==> src/rtl/dec_lag3_pipe.sv <==
// G.729 decoder adaptive-codebook lag decoder: pitch index -> T0, T0_frac.
// Subframe 0 also writes the T0_min/T0_max window to scratch memory;
// subframe 1 reads T0_min back.
// Ports: clk, reset (async, active high), start, index, pit_flag,
//   memIn -> memReadAddr, memWriteAddr, memOut, memWriteEn,
//   T0, T0_frac, done.
// Optional: DEC_LAG3_BFI_EN adds the bfi input and the old_T0 register.
module dec_lag3_pipe #(
  parameter int          PIT_MIN     = 20,
  parameter int          PIT_MAX     = 143,
  parameter logic [11:0] T0_MIN_ADDR = 12'd0,
  parameter logic [11:0] T0_MAX_ADDR = 12'd1
) (
  input  logic        clk,
  input  logic        reset,
  input  logic        start,
  input  logic [15:0] index,
  input  logic [15:0] pit_flag,
`ifdef DEC_LAG3_BFI_EN
  input  logic        bfi,
`endif
  input  logic [31:0] memIn,
  output logic [11:0] memReadAddr,
  output logic [11:0] memWriteAddr,
  output logic [31:0] memOut,
  output logic        memWriteEn,
  output logic [15:0] T0,
  output logic [15:0] T0_frac,
  output logic        done
);

  localparam logic [15:0] PMIN = 16'(PIT_MIN);
  localparam logic [15:0] PMAX = 16'(PIT_MAX);

  typedef enum logic [3:0] {
    IDLE, RD_MIN, RD_WAIT, DIV, LAG,
    CLAMP, WR_MIN, WR_MAX, DONE
  } state_t;

  state_t state, nxt;

  logic [15:0] idx, quot, t0Min;
  logic [15:0] t0Calc, fracCalc;
  logic [15:0] winMin, winMax;
  logic        sub1, skipWin;
  logic [15:0] lagT0, lagFrac, iVal;
  logic [15:0] loVal, clampMin, clampMax;

`ifdef DEC_LAG3_BFI_EN
  logic        bfiR;
  logic [15:0] oldT0;
  assign skipWin = sub1 | bfiR;
`else
  assign skipWin = sub1;
`endif

  always_ff @(posedge clk or posedge reset) begin
    if (reset) state <= IDLE;
    else       state <= nxt;
  end

  always_comb begin
    nxt          = state;
    memReadAddr  = 12'd0;
    memWriteAddr = 12'd0;
    memOut       = 32'd0;
    memWriteEn   = 1'b0;
    case (state)
      IDLE: begin
        if (start) begin
`ifdef DEC_LAG3_BFI_EN
          if (bfi) nxt = LAG;
          else
`endif
          if (pit_flag != 16'd0) nxt = RD_MIN;
          else                   nxt = DIV;
        end
      end
      RD_MIN: begin
        memReadAddr = T0_MIN_ADDR;
        nxt         = RD_WAIT;
      end
      RD_WAIT: begin
        memReadAddr = T0_MIN_ADDR;
        nxt         = DIV;
      end
      DIV:   nxt = LAG;
      LAG:   nxt = skipWin ? DONE : CLAMP;
      CLAMP: nxt = WR_MIN;
      WR_MIN: begin
        memWriteEn   = 1'b1;
        memWriteAddr = T0_MIN_ADDR;
        memOut       = {16'h0000, winMin};
        nxt          = WR_MAX;
      end
      WR_MAX: begin
        memWriteEn   = 1'b1;
        memWriteAddr = T0_MAX_ADDR;
        memOut       = {16'h0000, winMax};
        nxt          = DONE;
      end
      DONE:    nxt = IDLE;
      default: nxt = IDLE;
    endcase
  end

  // Lag reconstruction from the registered quotient q = (idx+2)/3.
  always_comb begin
    iVal    = quot - 16'd1;
    lagT0   = 16'd0;
    lagFrac = 16'd0;
    if (sub1) begin
      lagT0   = t0Min + iVal;
      lagFrac = idx - 16'd2 - 16'd3 * iVal;
    end else if (idx < 16'd197) begin
      lagT0   = quot + 16'd19;
      lagFrac = idx - 16'd3 * (quot + 16'd19) + 16'd58;
    end else begin
      lagT0   = idx - 16'd112;
      lagFrac = 16'd0;
    end
`ifdef DEC_LAG3_BFI_EN
    if (bfiR) begin
      lagT0   = oldT0;
      lagFrac = 16'd0;
    end
`endif
  end

  always_comb begin
    loVal    = t0Calc - 16'd5;
    clampMin = ($signed(loVal) < $signed(PMIN)) ? PMIN : loVal;
    clampMax = clampMin + 16'd9;
    if ($signed(clampMax) > $signed(PMAX)) begin
      clampMax = PMAX;
      clampMin = PMAX - 16'd9;
    end
  end

  always_ff @(posedge clk or posedge reset) begin
    if (reset) begin
      idx      <= 16'd0;
      sub1     <= 1'b0;
      quot     <= 16'd0;
      t0Min    <= 16'd0;
      t0Calc   <= 16'd0;
      fracCalc <= 16'd0;
      winMin   <= 16'd0;
      winMax   <= 16'd0;
      T0       <= 16'd0;
      T0_frac  <= 16'd0;
      done     <= 1'b0;
`ifdef DEC_LAG3_BFI_EN
      bfiR     <= 1'b0;
      oldT0    <= 16'd60;
`endif
    end else begin
      case (state)
        IDLE: begin
          if (start) begin
            // Subframe 0 carries 8 index bits, subframe 1 only 5.
            idx  <= (pit_flag == 16'd0) ? (index & 16'h00FF)
                                        : (index & 16'h001F);
            sub1 <= (pit_flag != 16'd0);
            done <= 1'b0;
`ifdef DEC_LAG3_BFI_EN
            bfiR <= bfi;
`endif
          end
        end
        RD_WAIT: t0Min <= 16'(memIn);
        // 10923/32768 ~ 1/3, exact over the legal index range.
        DIV: quot <= 16'((({16'h0000, idx} + 32'd2) * 32'd10923) >> 15);
        LAG: begin
          t0Calc   <= lagT0;
          fracCalc <= lagFrac;
`ifdef DEC_LAG3_BFI_EN
          if (bfiR)
            oldT0 <= (oldT0 >= PMAX) ? PMAX : oldT0 + 16'd1;
          else if (!sub1)
            oldT0 <= lagT0;
`endif
        end
        CLAMP: begin
          winMin <= clampMin;
          winMax <= clampMax;
        end
        DONE: begin
          T0      <= t0Calc;
          T0_frac <= fracCalc;
          done    <= 1'b1;
        end
        default: ;
      endcase
    end
  end

endmodule

==> config.mk <==
export PLATFORM = sky130hd
export DESIGN_NAME = dec_lag3_pipe
export DESIGN_NICKNAME = d
export VERILOG_FILES = /design/src/rtl/dec_lag3_pipe.sv
export SDC_FILE = /design/constraint.sdc
export NUM_CORES = 1
export LEC_CHECK = 0
export ABC_AREA = 1
export CORE_MARGIN = 2
export CORE_UTILIZATION = 40
export CTS_CLUSTER_SIZE = 40
export DETAILED_ROUTE_END_ITERATION = 7
export PLACE_DENSITY_LB_ADDON = 0.25
export SYNTH_ARGS = -nofsm -noshare
export SYNTH_HDL_FRONTEND = slang
export SYNTH_SLANG_ARGS = --single-unit
==> constraint.sdc <==
create_clock -name clk -period 7.12 [get_ports clk]
set_clock_uncertainty 0.15 [all_clocks]
set_input_delay 1.424 -clock clk [delete_from_list [all_inputs] [get_ports clk]]
set_output_delay 1.424 -clock clk [all_outputs]
set_load 0.01 [all_outputs]
==> Yosys cells after proc, flatten, opt, wreduce, memory -nomap -nowiden <==
Index checks and enable logic that the tools add are counted.
Widths: inputs -> output; s select.
{ "word_totals": {"regBits": 150, "out_inout_bits": 90, "elab_cells": 62} }
{ "classes": {"addsub": 11, "mul": 3, "order_cmp": 3, "n_eq_ne": 9, "n_mux": 17, "reduce_logical": 7} }
{ "ops": {"columns": ["op", "count"], "rows": [
  ["$mux 16", 7],
  ["$mul 2x16->16 const A", 2],
  ["$pmux 16 s2", 1],
  ["$pmux 4 s8", 1],
  ["$sub 16x16->16", 2],
  ["$mul 17x14->31 const B", 1],
  ["$add 16x2->17 const B", 1],
  ["$add 16x16->16", 1],
  ["$add 16x4->16 const B", 1],
  ["$add 16x5->16 const B", 1],
  ["$add 16x6->16 const B", 1],
  ["$eq 4x3->1 const B", 4],
  ["$gt 16x9->1 const B", 1],
  ["$logic_not 16->1", 1],
  ["$lt 16x6->1 const B", 1],
  ["$lt 16x8->1 const B", 1],
  ["$reduce_bool 16->1", 1],
  ["$sub 16x1->16 const B", 1],
  ["$sub 16x2->16 const B", 1],
  ["$sub 16x3->16 const B", 1],
  ["$sub 16x7->16 const B", 1],
  ["$eq 4x2->1 const B", 2],
  ["$mux 4", 2],
  ["$mux 8", 1],
  ["other kinds (10)", 13]
]} }

==> Longest topological paths before layout <==
Gate-level depths: netlist of run 1.
{ "logic_depth": {"word_depth": 6, "ltp_mapped": 31, "mapped_depth_nobuf": 30} }

==> Least setup slack after synthesis of run 1 <==
OpenSTA, ideal clock, no wires.
{ "synth_timing": {"kind": "register to register", "start": "register idx[2]", "end": "register quot[6]", "setup_time_ns": 0.117, "arrival_ns": 5.300, "t_required_ns": 6.853, "setup_slack_ns": 1.552, "stages_incl_launch_ff": 26, "n_path_buf": 0, "synth_period_minus_slack_ns": 5.568, "path_cell_list": "dfrtp_1 > ha_1 > nand3_1 > nor3_1 > xor2_1 > inv_1 > ha_1 > ha_1 > fa_1 > inv_1 > fa_1 > inv_1 > fa_1 > ha_1 > ha_1 > a21oi_1 > o21ai_0 > o21bai_1 > a21oi_1 > inv_1 > a21oi_1 > o21bai_1 > inv_1 > nand2_1 > nand3_1 > nand2_1"} }
{ "synth_via": {"elab_chain_len": 2} }
{ "synth_rtl": {"columns": ["element", "line_no", "source"], "rows": [
  ["from (decl)", "42", "logic [15:0] idx, quot, t0Min;"],
  ["from (signal assigned)", "162", "idx <= (pit_flag == 16'd0) ? (index & 16'h00FF)"],
  ["$add 16x2->17", "173", "DIV: quot <= 16'((({16'h0000, idx} + 32'd2) * 32'd10923) >> 15);"],
  ["$mul 17x14->31", "173", null],
  ["to (signal assigned)", "173", null],
  ["to (decl)", "42", null]
]} }
No other way between the ends.
A chain may end at the register's enable or synchronous reset.

==> Worst setup path after layout of run 1 <==
{ "layout_timing": {"start": "register idx[2]", "end": "register quot[8]"} }
Same word-level chain as after synthesis.

==> qor.yml, run 1 <==
yosys:
  synth.cell_area_mm2: 0.0120
  synth_top_cells_by_area: "sky130_fd_sc_hd__dfrtp_1, sky130_fd_sc_hd__ha_1, sky130_fd_sc_hd__nand2_1"
  synth_top_flop_cell: "sky130_fd_sc_hd__dfrtp_1"
  synth.avg_cell_area_um2: 7.90
  synthesis.instances: 1518
  synth_largest_area_cell: "sky130_fd_sc_hd__dfrtp_1"
  yosys_warnings: 0
  postSynth.asyncResetShare_pct: 100
  edff_count_synth: 0
  synth.lib_cells_used.distinct: 46
  yosys_register_bits: 136
  synth_seq_area_share_pct: 28.4
  synth_top_area_share_pct: 28.4
routing:
  dr_drc_count: 0
  drt_first_pass_iters: 6
  avgViaCountPerCell: 5.07
  drt-initial-drc-count: 778
  routedWlPerCell_um: 15.4
  routed_wirelength_mm: 30.8
  detail-route-antenna-nets: 0
  dr_total_vias: 10200
timing:
  setup_slack_ns: 0.802
  setup-violations-final: 0
  timing_hold_violations_final: 0
  slew_headroom_pct: 30.8
  grt_setup_unrepaired: "false"
  finalWorstPathRequiredPeriod_ns: 6.32
  min_period_over_period_pct: 88.7
  timing.setup.tns_ns: 0
  finalMaxSlewViolations: 0
  maxClockFrequency_mhz: 158
  fin_hold_ws_ns: 0.331
  tightestPinTransition_ns: 1.03
global_route:
  grt.overflow.total: 0
  first_global_vias: 9609
  antenna_violations_before_repair: 0
  grt_start_max_net_pins: 76
  grt_usage_pct: 20.1
  grt_first_pass_wirelength_mm: 49.8
finish:
  areaGrowthSynthToFinish_pct: 14.8
  commonest_non_fill_non_tap_cells_in_the_layout: "sky130_fd_sc_hd__nand2_1, sky130_fd_sc_hd__inv_1, sky130_fd_sc_hd__ha_1"
  finalNetCount: 1864
  filler_cell_count: 2989
  post-route-cell-area_mm2: 0.0138
  leading_cell_type_in_the_layout_fill_and_taps_excluded: "sky130_fd_sc_hd__nand2_1"
  final_layout_size_suffix_gt1_share_pct: 6.69
  antenna_cells_inserted: 0
hold_path:
  hold_path_class: "flip-flop to flip-flop"
  hold_depth: 2
critical_path:
  worst-path-max-fanout: 6
  ff2ff_path_depth: 25
  worst_path_arrival_time_ns: 6.48
  criticalPathCategory: "flip-flop to flip-flop"
  data_required_time_at_the_worst_endpoint_ns: 7.29
  timing.critical_path.from_type: "flip-flop"
  worstSetupEndpointType: "flip-flop"
floorplan:
  core_box_area_mm2: 0.0296
  die_width_um: 177
  floorplan.initialDensity_pct: 40.6
  boundaryPins: 157
  dieHeight_um: 177
  die_area_mm2: 0.0314
  floorplan.rows: 63
clock_tree:
  clock_insertion_delay_worst_skew_ns: 0.43
  clk_path_buf_depth: 2
  cts.sink_count: 136
  path_clk_slew_ns: 0.06
  tritoncts: "yes"
  hold_buffer_count_at_cts: 0
  htree_levels: 4
  post_cts_buffers: 0
  cts_resized: 0
  cts-buffers-inserted: 17
  cts_root_buffer: "sky130_fd_sc_hd__clkbuf_16"
run_status:
  result_of_the_run: "finished clean"
placement:
  numPortBuffers: 93
  place.gp.congestion: 0.928
  place_area_mm2: 0.0132
  post-place-ws_ns: 0.849
  dpl.hpwl_mm: 24.5
job:
  max_cap_violations: 0
==> routing by layer <==
| metal | up-vias | share of wire, % | track usage (%) |
|---|---|---|---|
| li1 | 5107 | - | - |
| met1 | 4809 | 47 | 27.5 |
| met2 | 216 | 47 | 33.8 |
| met3 | 34 | 4.1 | 2.73 |
| met4 | 0 | 1.5 | 4.37 |
| met5 | - | 0 | 0 |
==> through the flow <==
step | instances | util (%)
2_1_floorplan | 1556 | -
3_3_place_gp | 1974 | 44.6
3_5_place_dp | 1974 | 44.6
4_1_cts | 2005 | 46.6
5_1_grt | 2005 | 46.6
6_report | 2005 | 46.6
==> synthesized netlist by cell type, drive strengths merged, types with 28 or more instances <==
library cell and number:
o21ai 89, dfrtp 136, buf 44, mux2 28, a21oi 94, nand3 89
clkbuf 29, nand2 340, nor2 119, xor2 28, ha 152, inv 198
fa 42
==> flip-flops by register name (all words and copies together), names as in the netlist <==
register / count
T0: 16
T0_frac: 16
done: 1
fracCalc: 16
idx: 8
quot: 10
skipWin: 1
state: 4
t0Calc: 16
t0Min: 16
winMax: 16
winMin: 16
==> final timing paths <==
kind / endpoint / start / slack [ns]
max in group asynchronous: state[0] / reset / 4.19
min in group asynchronous: T0_frac[8] / reset / 1.34
hold / removal: done / done / 0.33
setup / recovery: quot[8] / idx[2] / 0.80
setup reg to reg: quot[8] / idx[2] / 0.80
hold reg to reg: done / done / 0.33
==> critical path, stage by stage, from the launching register on <==
cell and delay, ns:
sky130_fd_sc_hd__dfrtp_1 0.53, sky130_fd_sc_hd__ha_1 0.24, sky130_fd_sc_hd__nand3_1 0.11, sky130_fd_sc_hd__nor3_1 0.20
sky130_fd_sc_hd__xor2_1 0.29, sky130_fd_sc_hd__inv_1 0.21, sky130_fd_sc_hd__ha_1 0.33, sky130_fd_sc_hd__ha_1 0.35
sky130_fd_sc_hd__fa_1 0.56, sky130_fd_sc_hd__inv_1 0.05, sky130_fd_sc_hd__fa_1 0.51, sky130_fd_sc_hd__inv_1 0.09
sky130_fd_sc_hd__fa_1 0.49, sky130_fd_sc_hd__ha_1 0.31, sky130_fd_sc_hd__ha_1 0.33, sky130_fd_sc_hd__a21oi_1 0.18
sky130_fd_sc_hd__o21ai_0 0.10, sky130_fd_sc_hd__o21bai_1 0.16, sky130_fd_sc_hd__a21oi_1 0.25, sky130_fd_sc_hd__inv_1 0.09
sky130_fd_sc_hd__a21oi_1 0.32, sky130_fd_sc_hd__o21bai_1 0.14, sky130_fd_sc_hd__inv_1 0.07, sky130_fd_sc_hd__nand2_1 0.04
sky130_fd_sc_hd__nand3_1 0.06, sky130_fd_sc_hd__nand2_1 0.05
==> final cells by class <==
class	instances	area [um^2]	share of cell area [%]
multi-input combinational	1146	7540	54.8
sequential	136	3400	24.7
timing repair buffer	101	991	7.20
inverter	201	759	5.52
tap	390	488	3.54
clock buffer	18	439	3.19
clock inverter	13	145	1.05
==> cell families after synthesis <==
family	Yosys count	share of synthesized area [%]
AO/OA/AOI/OAI	252	12.3
XOR/XNOR	41	2.99
adder cells (fa/ha/maj)	194	22.9
buffers and inverters	274	10.0
flip-flops	136	28.4
multiplexers	28	2.63
other	1	0.0313
AND/OR/NAND/NOR	592	20.9
Power of run 1 is not shown: default switching activity piles up to over one toggle a cycle in this logic, so the estimate is an artifact.
==> inputs of run 2 (changes only) <==
- GPL_ROUTABILITY_DRIVEN: default -> 1
==> results of run 2 <==
The final DEF is identical to that of run 1; final timing and power are the same.
Power of run 2 is left out for the same reason.
